`src/rtl/sample_uart_tx.sv`:
```
// Two-byte 8N1 UART transmitter for scope samples: each sample goes out as a
// HI byte {1, s[13:7]} followed by a LO byte {0, s[6:0]}, with bit 7 as the sync flag.
module sample_uart_tx #(
  parameter int CLK_FREQ = 100_000_000,
  parameter int BAUD     = 115200,
  parameter int DSIZE    = 12
) (
  input  logic             CLK100MHz,
  input  logic             rst_n,
  input  logic             TxD_start,
  input  logic [DSIZE-1:0] TxD_data,
  output logic             TxD_busy,
  output logic             TxD,
  output logic             tx_done,
  output logic [1:0]       fsm_state
);

  localparam int DIV = (CLK_FREQ + BAUD / 2) / BAUD;
  localparam int CW  = (DIV > 1) ? $clog2(DIV) : 1;
  localparam logic [CW-1:0] CNT_MAX = CW'(DIV - 1);

  if (DSIZE < 8 || DSIZE > 14) begin : g_bad_dsize
    $error("sample_uart_tx: DSIZE must be within 8..14");
  end

  if (DIV < 1) begin : g_bad_div
    $error("sample_uart_tx: BAUD too high for CLK_FREQ");
  end

  typedef enum logic [1:0] {
    S_IDLE  = 2'd0,
    S_START = 2'd1,
    S_DATA  = 2'd2,
    S_STOP  = 2'd3
  } state_t;

  localparam logic SEL_HI = 1'b1;
  localparam logic SEL_LO = 1'b0;

  state_t        state, state_nxt;
  logic [CW-1:0] baud_cnt, baud_cnt_nxt;
  logic [2:0]    bit_idx, bit_idx_nxt;
  logic          byte_sel, byte_sel_nxt;
  logic [13:0]   sample, sample_nxt;
  logic          tx_reg, tx_nxt;
  logic          busy_reg, busy_nxt;
  logic          done_reg, done_nxt;

  logic [7:0]    cur_byte;
  logic [2:0]    bit_idx_inc;
  logic          bit_end;

  assign cur_byte    = (byte_sel == SEL_HI) ? {1'b1, sample[13:7]} : {1'b0, sample[6:0]};
  assign bit_idx_inc = bit_idx + 3'd1;
  assign bit_end     = (baud_cnt == CNT_MAX);

  always_ff @(posedge CLK100MHz or negedge rst_n) begin
    if (!rst_n) begin
      state    <= S_IDLE;
      baud_cnt <= '0;
      bit_idx  <= '0;
      byte_sel <= SEL_HI;
      sample   <= '0;
      tx_reg   <= 1'b1;
      busy_reg <= 1'b0;
      done_reg <= 1'b0;
    end else begin
      state    <= state_nxt;
      baud_cnt <= baud_cnt_nxt;
      bit_idx  <= bit_idx_nxt;
      byte_sel <= byte_sel_nxt;
      sample   <= sample_nxt;
      tx_reg   <= tx_nxt;
      busy_reg <= busy_nxt;
      done_reg <= done_nxt;
    end
  end

  // Handshake: TxD_start is the request and !TxD_busy the ready; a sample is
  // taken on an edge where both hold, and TxD_busy rises on that same edge.
  // The line register is loaded with the level of the upcoming bit at each
  // bit boundary, so TxD changes exactly once per DIV clocks.
  always_comb begin
    state_nxt    = state;
    baud_cnt_nxt = baud_cnt;
    bit_idx_nxt  = bit_idx;
    byte_sel_nxt = byte_sel;
    sample_nxt   = sample;
    tx_nxt       = tx_reg;
    busy_nxt     = busy_reg;
    done_nxt     = 1'b0;

    unique case (state)
      S_IDLE: begin
        tx_nxt       = 1'b1;
        busy_nxt     = 1'b0;
        baud_cnt_nxt = '0;
        if (TxD_start) begin
          sample_nxt   = 14'(TxD_data);
          byte_sel_nxt = SEL_HI;
          bit_idx_nxt  = '0;
          state_nxt    = S_START;
          tx_nxt       = 1'b0;
          busy_nxt     = 1'b1;
        end
      end

      S_START: begin
        if (bit_end) begin
          baud_cnt_nxt = '0;
          bit_idx_nxt  = '0;
          state_nxt    = S_DATA;
          tx_nxt       = cur_byte[0];
        end else begin
          baud_cnt_nxt = baud_cnt + CW'(1);
        end
      end

      S_DATA: begin
        if (bit_end) begin
          baud_cnt_nxt = '0;
          if (bit_idx == 3'd7) begin
            state_nxt = S_STOP;
            tx_nxt    = 1'b1;
          end else begin
            bit_idx_nxt = bit_idx_inc;
            tx_nxt      = cur_byte[bit_idx_inc];
          end
        end else begin
          baud_cnt_nxt = baud_cnt + CW'(1);
        end
      end

      S_STOP: begin
        if (bit_end) begin
          baud_cnt_nxt = '0;
          if (byte_sel == SEL_HI) begin
            byte_sel_nxt = SEL_LO;
            state_nxt    = S_START;
            tx_nxt       = 1'b0;
          end else begin
            state_nxt = S_IDLE;
            tx_nxt    = 1'b1;
            busy_nxt  = 1'b0;
            done_nxt  = 1'b1;
          end
        end else begin
          baud_cnt_nxt = baud_cnt + CW'(1);
        end
      end

      default: begin
        state_nxt = S_IDLE;
        tx_nxt    = 1'b1;
        busy_nxt  = 1'b0;
      end
    endcase
  end

  assign TxD       = tx_reg;
  assign TxD_busy  = busy_reg;
  assign tx_done   = done_reg;
  assign fsm_state = state;

endmodule
```
`config.mk`:
```
export PLATFORM = sky130hd
export DESIGN_NAME = sample_uart_tx
export DESIGN_NICKNAME = d
export VERILOG_FILES = /design/src/rtl/sample_uart_tx.sv
export SDC_FILE = /design/constraint.sdc
export NUM_CORES = 1
export LEC_CHECK = 0
export BUFFER_PORTS_ARGS = -buffer_cell sky130_fd_sc_hd__buf_2
export CORE_UTILIZATION = 35
export CTS_BUF_LIST = sky130_fd_sc_hd__clkbuf_4 sky130_fd_sc_hd__clkbuf_8 sky130_fd_sc_hd__clkbuf_16
export DETAILED_ROUTE_END_ITERATION = 8
export GPL_TIMING_DRIVEN = 0
export HOLD_SLACK_MARGIN = 0.08
export RECOVER_POWER = 100
export SYNTH_ARGS = -nofsm -noshare
export SYNTH_HDL_FRONTEND = slang
export SYNTH_SLANG_ARGS = --single-unit
```
`constraint.sdc`:
```
create_clock -name CLK100MHz -period 1.9 [get_ports CLK100MHz]
set_clock_uncertainty 0.2 [all_clocks]
set_input_delay 0.19 -clock CLK100MHz [delete_from_list [all_inputs] [get_ports CLK100MHz]]
set_output_delay 0.19 -clock CLK100MHz [all_outputs]
set_load 0.005 [all_outputs]
```
# After elaboration in Yosys (flattened, before gate mapping)
# Cells that the tools add are included.
word_totals:
  wordCells: 66
  mem_bits_rw: 0
  reg_bits: 31
  input_bits: 15
  latch_bits: 0
  n_memories: 0
  output_inout_bits: 5
  mem_bits_ro: 0
classes:
  mux: 33
  div_mod_pow: 0
  n_eq_ne: 12
  shifts: 0
  add_sub_neg: 2
  n_mul: 0
  n_reduce_logical: 10
  n_lt_le_gt_ge: 1
  n_bitwise: 0
op_table:
  columns: ["cell", "n"]
  rows:
  - ["case mux 10 bit (2 select lines)", 1]
  - ["2-to-1 mux 1 bit", 15]
  - ["!= test 2 bit (second input constant)", 7]
  - ["2-to-1 mux 3 bit", 4]
  - ["adder 10 x 1 -> 10 bit (second input constant)", 1]
  - ["equality test 10 bit (second input constant)", 1]
  - ["2-to-1 mux 10 bit", 1]
  - ["2-to-1 mux 2 bit", 5]
  - ["AND reduction 5 bit", 2]
  - ["case mux 3 bit (3 select lines)", 1]
  - ["AND reduction 3 bit", 3]
  - ["2-to-1 mux 8 bit", 1]
  - ["case mux 2 bit (4 select lines)", 1]
  - ["equality test 2 bit (second input constant)", 2]
  - ["< comparator 3 x 4 -> 1 bit (second input constant)", 1]
  - ["case mux 1 bit (2 select lines)", 2]
  - ["case mux 1 bit (4 select lines)", 1]
  - ["adder 3 x 1 -> 3 bit (second input constant)", 1]
  - ["binary-select mux 1 bit (select 3 bit)", 1]
  - ["equality test 3 bit (second input constant)", 1]
  - ["nonzero test 3 bit", 1]
  - ["OR reduction 3 bit", 1]
  - ["equality test 2 x 1 -> 1 bit (second input constant)", 1]
  - ["zero test 2 bit", 1]
  - ["other kinds (2)", 2]

# Logic depth before layout (Yosys ltp)
# Gate-level depths: netlist of the first run.
logic_depth:
  depth_word: 6
  ltp_mapped: 6
  depth_no_buf: 6

# Worst setup path before layout of the first run
# No wires, ideal clock.
synth_path:
  path_kind: "flip-flop to flip-flop"
  start: "register byte_sel"
  end: "register tx_reg (netlist: TxD)"
  period_less_slack_ns: 1.966
  setup_time_ns: 0.098
  slack_ns: -0.066
  t_arrival_ns: 1.668
  required_ns: 1.602
  stages_incl_launch_ff: 6
  path_cell_list: "dfstp_2 -> buf_6 -> mux4_1 -> mux2_2 -> o2111ai_2 -> a311oi_1"
synth_between:
  elab_chain_cells: 6
synth_lines:
  columns: ["item", "line_no", "source"]
  rows:
  - ["start, declared", "43", "logic byte_sel, byte_sel_nxt;"]
  - ["start signal, assigned", "71", "byte_sel <= byte_sel_nxt;"]
  - ["2-to-1 mux 8 bit", "53", "assign cur_byte = (byte_sel == SEL_HI) ? {1'b1, sample[13:7]} : {1'b0, sample[6:0]};"]
  - ["binary-select mux 1 bit (select 3 bit)", "127", "tx_nxt = cur_byte[bit_idx_inc];"]
  - ["2-to-1 mux 1 bit (not written as such)", "127", null]
  - ["2-to-1 mux 1 bit", "122", "if (bit_idx == 3'd7) begin"]
  - ["2-to-1 mux 1 bit", "120", "if (bit_end) begin"]
  - ["case mux 1 bit (4 select lines) *", "93", "unique case (state)"]
  - ["end signal, assigned", "73", "tx_reg <= tx_nxt;"]
  - ["end, declared", "45", "logic tx_reg, tx_nxt;"]
# Every way passes the cells marked *; elsewhere a longest branch is shown, timed or not. The select of a mux whose other input is x is not followed.
# A chain may end at the register's enable or synchronous reset.

# Worst setup path after layout of the first run
# Ends and elaborated chain as after synthesis.

==> run_results.csv, run 1 <==
group,metric,value,unit
critical_path,cp.required,1890,ps
route,wire_per_inst,14.7,um
layout,nets,209,
critical_path,r2r_setup_slack,-100,ps
route,avgViaCountPerCell,5.15,
clock_tree,cts_tree,"done",
status,violations,"DRC, setup timing",
layout,utilization,48.1,%
timing,timing.fmax,500,MHz
die,die_w,70.5,um
route,drc,6,
power,power_density,576,nW/um2
route,wl,3520,um
hold_path,hold_class,"reg -> reg",
layout,fin_area,2140,um2
clock_tree,ctsHtreeMaxLevel,2,
logic_synthesis,seq_area_frac_synth,47.4,%
route,dr.pass1.iters,8,
run,cap_viol_max_count,0,
layout,instances_no_fill,239,
die,rows,24,
clock_tree,path_clk_slew,70,ps
critical_path,crit_type,"reg -> reg",
logic_synthesis,synth_edf_count,0,
layout,final_cell_mix,"dfrtp_1, buf_2, nor2_1",
logic_synthesis,synth-seq-cells,31,
clock_tree,clockBufferDepth,2,
logic_synthesis,synth_area,1640,um2
die,die_y,70.5,um
clock_tree,clk_latency,280,ps
critical_path,worstRegToRegCells,5,
power,swShare,20.9,%
logic_synthesis,yosys_warnings,0,
route,num_vias,1231,
power,vdd_drop_max,284,uV
placed_design,placed_cell_area,1800,um2
layout,layout_commonest_cell,"dfrtp_1",
layout,drive_gt1_share,38.0,%
timing,finalCriticalPeriod,2000,ps
placed_design,dp_slack,-294,ps
logic_synthesis,syn_nets,161,
grt,gr-total-overflow,0,
logic_synthesis,synth_ff_type,"dfrtp_1",
critical_path,worstSetupEndpointType,"flip-flop",
logic_synthesis,synth.distinct_cells,42,
route,drt_iter0_markers,64,
timing,hold_violations,0,
placed_design,io_buffers,19,
timing,finalSetupViolCount,4,
power,p_leak,1.04,nW
grt,grt_max_degree,32,
grt,grt_pass1_vias,1273,
status,status,"complete, but fails checks",
logic_synthesis,synth_area_leaders,"dfrtp_1, mux2_2, ha_1",
clock_tree,clkSinkCount,31,
layout,antenna_cells,0,
timing,final.setup.tns,-178,ps
hold_path,holdPathStages,1,
timing,slew_headroom,48.6,%
placed_design,dp.cells,209,
critical_path,start_kind,"flip-flop",
die,io_pins,20,
layout,synthToLayoutAreaGrowth,30.3,%
logic_synthesis,syn_inst,138,
die,design.die.area,4970,um2
timing,tightestPinTransition,771,ps
timing,worst_slack,-101,ps
die,start_util,36.9,%
logic_synthesis,synth_top_area_cell,"dfrtp_1",
logic_synthesis,yosys.area.top_type_share,44.2,%
power,switchingPower,0.257,mW
logic_synthesis,avgSynthCellArea,11.9,um2
timing,finalMaxSlewViolations,0,
placed_design,gp_congestion,0.741,
placed_design,hpwl,2320,um
power,p_int,0.975,mW
route,drtAntennaViolNets,0,
clock_tree,cts_buffers,5,
critical_path,cp_max_fo,4,
clock_tree,cts-root-buf,"clkbuf_8",
power,seq_power_share,53.6,%
critical_path,crit_arrival,1990,ps
die,core_area,4440,um2
grt,grt_pass1_wl,5870,um
timing,min_period_over_period,105,%
power,finalPower,1.23,mW
logic_synthesis,synthArstFlopShare,100,%
grt,antenna_found_initial,0,
power,clkPwrFrac,42.3,%
timing,fin_hold_ws,302,ps
timing,grt_setup_unrepaired,"yes",
power,p_comb_share,4.1,%
grt,grt_use_total,15.8,%
## cell type report
| cell class | count | area [um2] |
|---|---|---|
| tap | 52 | 65.1 |
| buffer | 4 | 33.8 |
| fill | 412 | 2310 |
| clock inverter | 1 | 5.00 |
| timing repair buffer | 43 | 312 |
| sequential | 31 | 778 |
| multi-input combinational | 95 | 838 |
| inverter | 6 | 22.5 |
| clock buffer | 7 | 83.8 |
## per-layer routing
layer	part of all wire (%)	vias up	global-route usage, %
met5	0	-	0
met4	2.5	0	8.62
met3	3.1	7	4.91
met2	51	27	25.2
met1	43	607	18.9
li1	-	590	-
## what timing repair did
action / CTS / global route
pin swaps: 3 / 8
endpoints found under the setup margin: 25 / 24
gates resized for setup: 8 / 7
hold endpoints to repair: 42 / 0
hold buffers: 14 / 0
buffers inserted: 4 / 6
## registers in the layout, indices dropped and copies added, names as in the netlist
name	flops
TxD	1
TxD_busy	1
baud_cnt	10
bit_idx	3
byte_sel	1
fsm_state	2
sample	12
tx_done	1
## power by group through the flow
stage / clock network, mW / registers (mW) / logic, mW
finish: 0.522 / 0.660 / 0.0502
global route: 0.566 / 0.660 / 0.0564
CTS: 0.545 / 0.660 / 0.0516
detailed placement: 0 / 0.672 / 0.0295
global placement: 0 / 0.672 / 0.0282
floorplan: 0 / 0.672 / 0.00134
## path summary, 6_finish.rpt
check	to	startpoint
max	TxD$_DFFE_PN1P_	byte_sel$_DFFE_PN1P_
min	sample[3]$_DFFE_PN0P_	sample[3]$_DFFE_PN0P_
max reg2reg	TxD$_DFFE_PN1P_	byte_sel$_DFFE_PN1P_
min reg2reg	sample[3]$_DFFE_PN0P_	sample[3]$_DFFE_PN0P_
max in group asynchronous	baud_cnt[3]$_DFF_PN0_	rst_n
min in group asynchronous	fsm_state[1]$_DFFE_PN0P_	rst_n
## cell usage after synthesis (2+ instances only)
| cell | instances |
|---|---|
| dfrtp_1 | 29 |
| mux2_2 | 15 |
| nor2_1 | 15 |
| ha_1 | 8 |
| inv_1 | 6 |
| nand2_1 | 6 |
| xor2_1 | 6 |
| nand3_1 | 5 |
| and3_1 | 4 |
| a21oi_1 | 2 |
| a22o_1 | 2 |
| buf_6 | 2 |
| clkbuf_1 | 2 |
| dfstp_2 | 2 |
| mux2i_1 | 2 |
| mux4_1 | 2 |
| nand4_1 | 2 |
| nor2b_1 | 2 |
| o2111ai_1 | 2 |
| xnor2_1 | 2 |
## critical path, stage by stage, from the launching register on
cell and delay [ps]:
dfstp_2 540, buf_8 110, mux4_2 490, mux2_4 280, o2111ai_2 160, a311oi_1 120
## logic make-up (layout without fill, tap and decap cells)
family | after synthesis | in the layout | share of synthesized area, %
adders and majority gates | 8 | 8 | 6.10
muxes | 19 | 19 | 14.7
and+or+nand+nor | 43 | 43 | 13.7
AOI/OAI and AO/OA | 17 | 17 | 10.1
buffers and inverters | 12 | 61 | 3.73
DFF | 31 | 31 | 47.4
xor gates and xnor gates | 8 | 8 | 4.27
No activity file was read; power rests on OpenSTA's default activity.
==> inputs of run 2 (changes only) <==
--- a/config.mk
+++ b/config.mk
@@ -12,6 +12,7 @@
 export GPL_TIMING_DRIVEN = 0
 export HOLD_SLACK_MARGIN = 0.08
 export RECOVER_POWER = 100
+export SKIP_CTS_REPAIR_TIMING = 1
 export SYNTH_ARGS = -nofsm -noshare
 export SYNTH_HDL_FRONTEND = slang
 export SYNTH_SLANG_ARGS = --single-unit
==> run_results.csv, run 2 (synthesis gave the netlist of run 1 again) <==
group,metric,value,unit
layout,antenna_cells,0,
die,die_w,70.5,um
critical_path,r2r_setup_slack,-120,ps
route,drt_iter0_markers,61,
die,start_util,36.9,%
clock_tree,ctsHtreeMaxLevel,2,
die,die_y,70.5,um
timing,slew_headroom,48.1,%
timing,finalCriticalPeriod,2020,ps
placed_design,dp_slack,-294,ps
clock_tree,clk_latency,280,ps
grt,grt_pass1_wl,5470,um
route,drtAntennaViolNets,0,
layout,synthToLayoutAreaGrowth,28.5,%
critical_path,crit_type,"reg -> reg",
route,wire_per_inst,14.7,um
critical_path,cp_max_fo,7,
hold_path,hold_class,"reg -> reg",
timing,timing.fmax,496,MHz
layout,final_cell_mix,"dfrtp_1, buf_2, nor2_1",
power,vdd_drop_max,284,uV
timing,finalSetupViolCount,5,
clock_tree,cts_buffers,5,
clock_tree,clkSinkCount,31,
layout,largest-register,"sample",
layout,layout_commonest_cell,"dfrtp_1",
grt,grt_use_total,14.7,%
die,rows,24,
route,num_vias,1203,
route,dr.pass1.iters,9,
clock_tree,cts-root-buf,"clkbuf_8",
timing,grt_setup_unrepaired,"yes",
status,status,"complete, but fails checks",
layout,largest_register_ff_count,12,
status,violations,"DRC, setup timing",
timing,min_period_over_period,106,%
layout,largestRegisters,"sample (12), baud_cnt (10), bit_idx (3)",
run,cap_viol_max_count,0,
timing,finalMaxSlewViolations,0,
timing,worst_slack,-117,ps
critical_path,cp.required,1890,ps
placed_design,io_buffers,19,
critical_path,start_kind,"flip-flop",
critical_path,crit_arrival,2010,ps
timing,fin_hold_ws,286,ps
clock_tree,clockBufferDepth,2,
timing,hold_violations,0,
grt,grt_pass1_vias,1188,
layout,drive_gt1_share,37.3,%
layout,nets,207,
grt,gr-total-overflow,0,
timing,tightestPinTransition,779,ps
clock_tree,cts_tree,"done",
placed_design,placed_cell_area,1800,um2
route,avgViaCountPerCell,5.08,
grt,antenna_found_initial,0,
clock_tree,path_clk_slew,60,ps
layout,fin_area,2110,um2
die,core_area,4440,um2
die,design.die.area,4970,um2
grt,grt_max_degree,32,
die,io_pins,20,
critical_path,worstSetupEndpointType,"flip-flop",
placed_design,gp_congestion,0.741,
power,power_density,585,nW/um2
layout,utilization,47.5,%
power,p_leak,1.00,nW
route,drc,6,
placed_design,hpwl,2320,um
route,wl,3490,um
run 2: per-layer routing:
metal	vias to the layer above	track usage, %	part of all wire, %
met3	6	5.05	3.4
met1	587	17.8	46
met5	-	0	0
met4	0	8.16	1.6
met2	24	23.0	49
li1	586	-	-
run 2: cell type report:
type / instances / area, um2
Clock inverter: 1 / 5.00
Clock buffer: 7 / 83.8
Tap cell: 52 / 65.1
Sequential cell: 31 / 778
Multi-Input combinational cell: 95 / 827
Timing Repair Buffer: 40 / 285
Buffer: 5 / 42.5
Fill cell: 414 / 2330
Inverter: 6 / 22.5
run 2: worst max-delay path, stage by stage, from the launching register on:
cell	delay (ps)
dfstp_2	540
buf_8	120
mux4_2	490
mux2_4	290
o2111ai_2	160
a311oi_1	120
run 2: path summary, 6_finish.rpt:
kind,startpoint,end,depth (start not counted)
worst min register to register,baud_cnt[0]$_DFF_PN0_,baud_cnt[0]$_DFF_PN0_,1
worst max register to register,byte_sel$_DFFE_PN1P_,TxD$_DFFE_PN1P_,5
worst max-delay path,byte_sel$_DFFE_PN1P_,TxD$_DFFE_PN1P_,5
max in group asynchronous,rst_n,baud_cnt[3]$_DFF_PN0_,2
worst min-delay path,baud_cnt[0]$_DFF_PN0_,baud_cnt[0]$_DFF_PN0_,1
min in group asynchronous,rst_n,baud_cnt[6]$_DFF_PN0_,2
run 2: per-stage QoR:
stage	power (mW)	cells	TNS, ps
final	1.23	237	-282
after global routing	1.28	237	-1970
after CTS	1.23	217	-4130
after detailed placement	0.702	209	-3750
after global placement	0.701	209	-2790
after floorplan	0.674	138	-27.6
run 2: power breakdown:
group	switching [mW]	internal (mW)	total, mW
clock network	0.239	0.285	0.524
registers	0	0.660	0.660
logic	0.0209	0.0296	0.0505
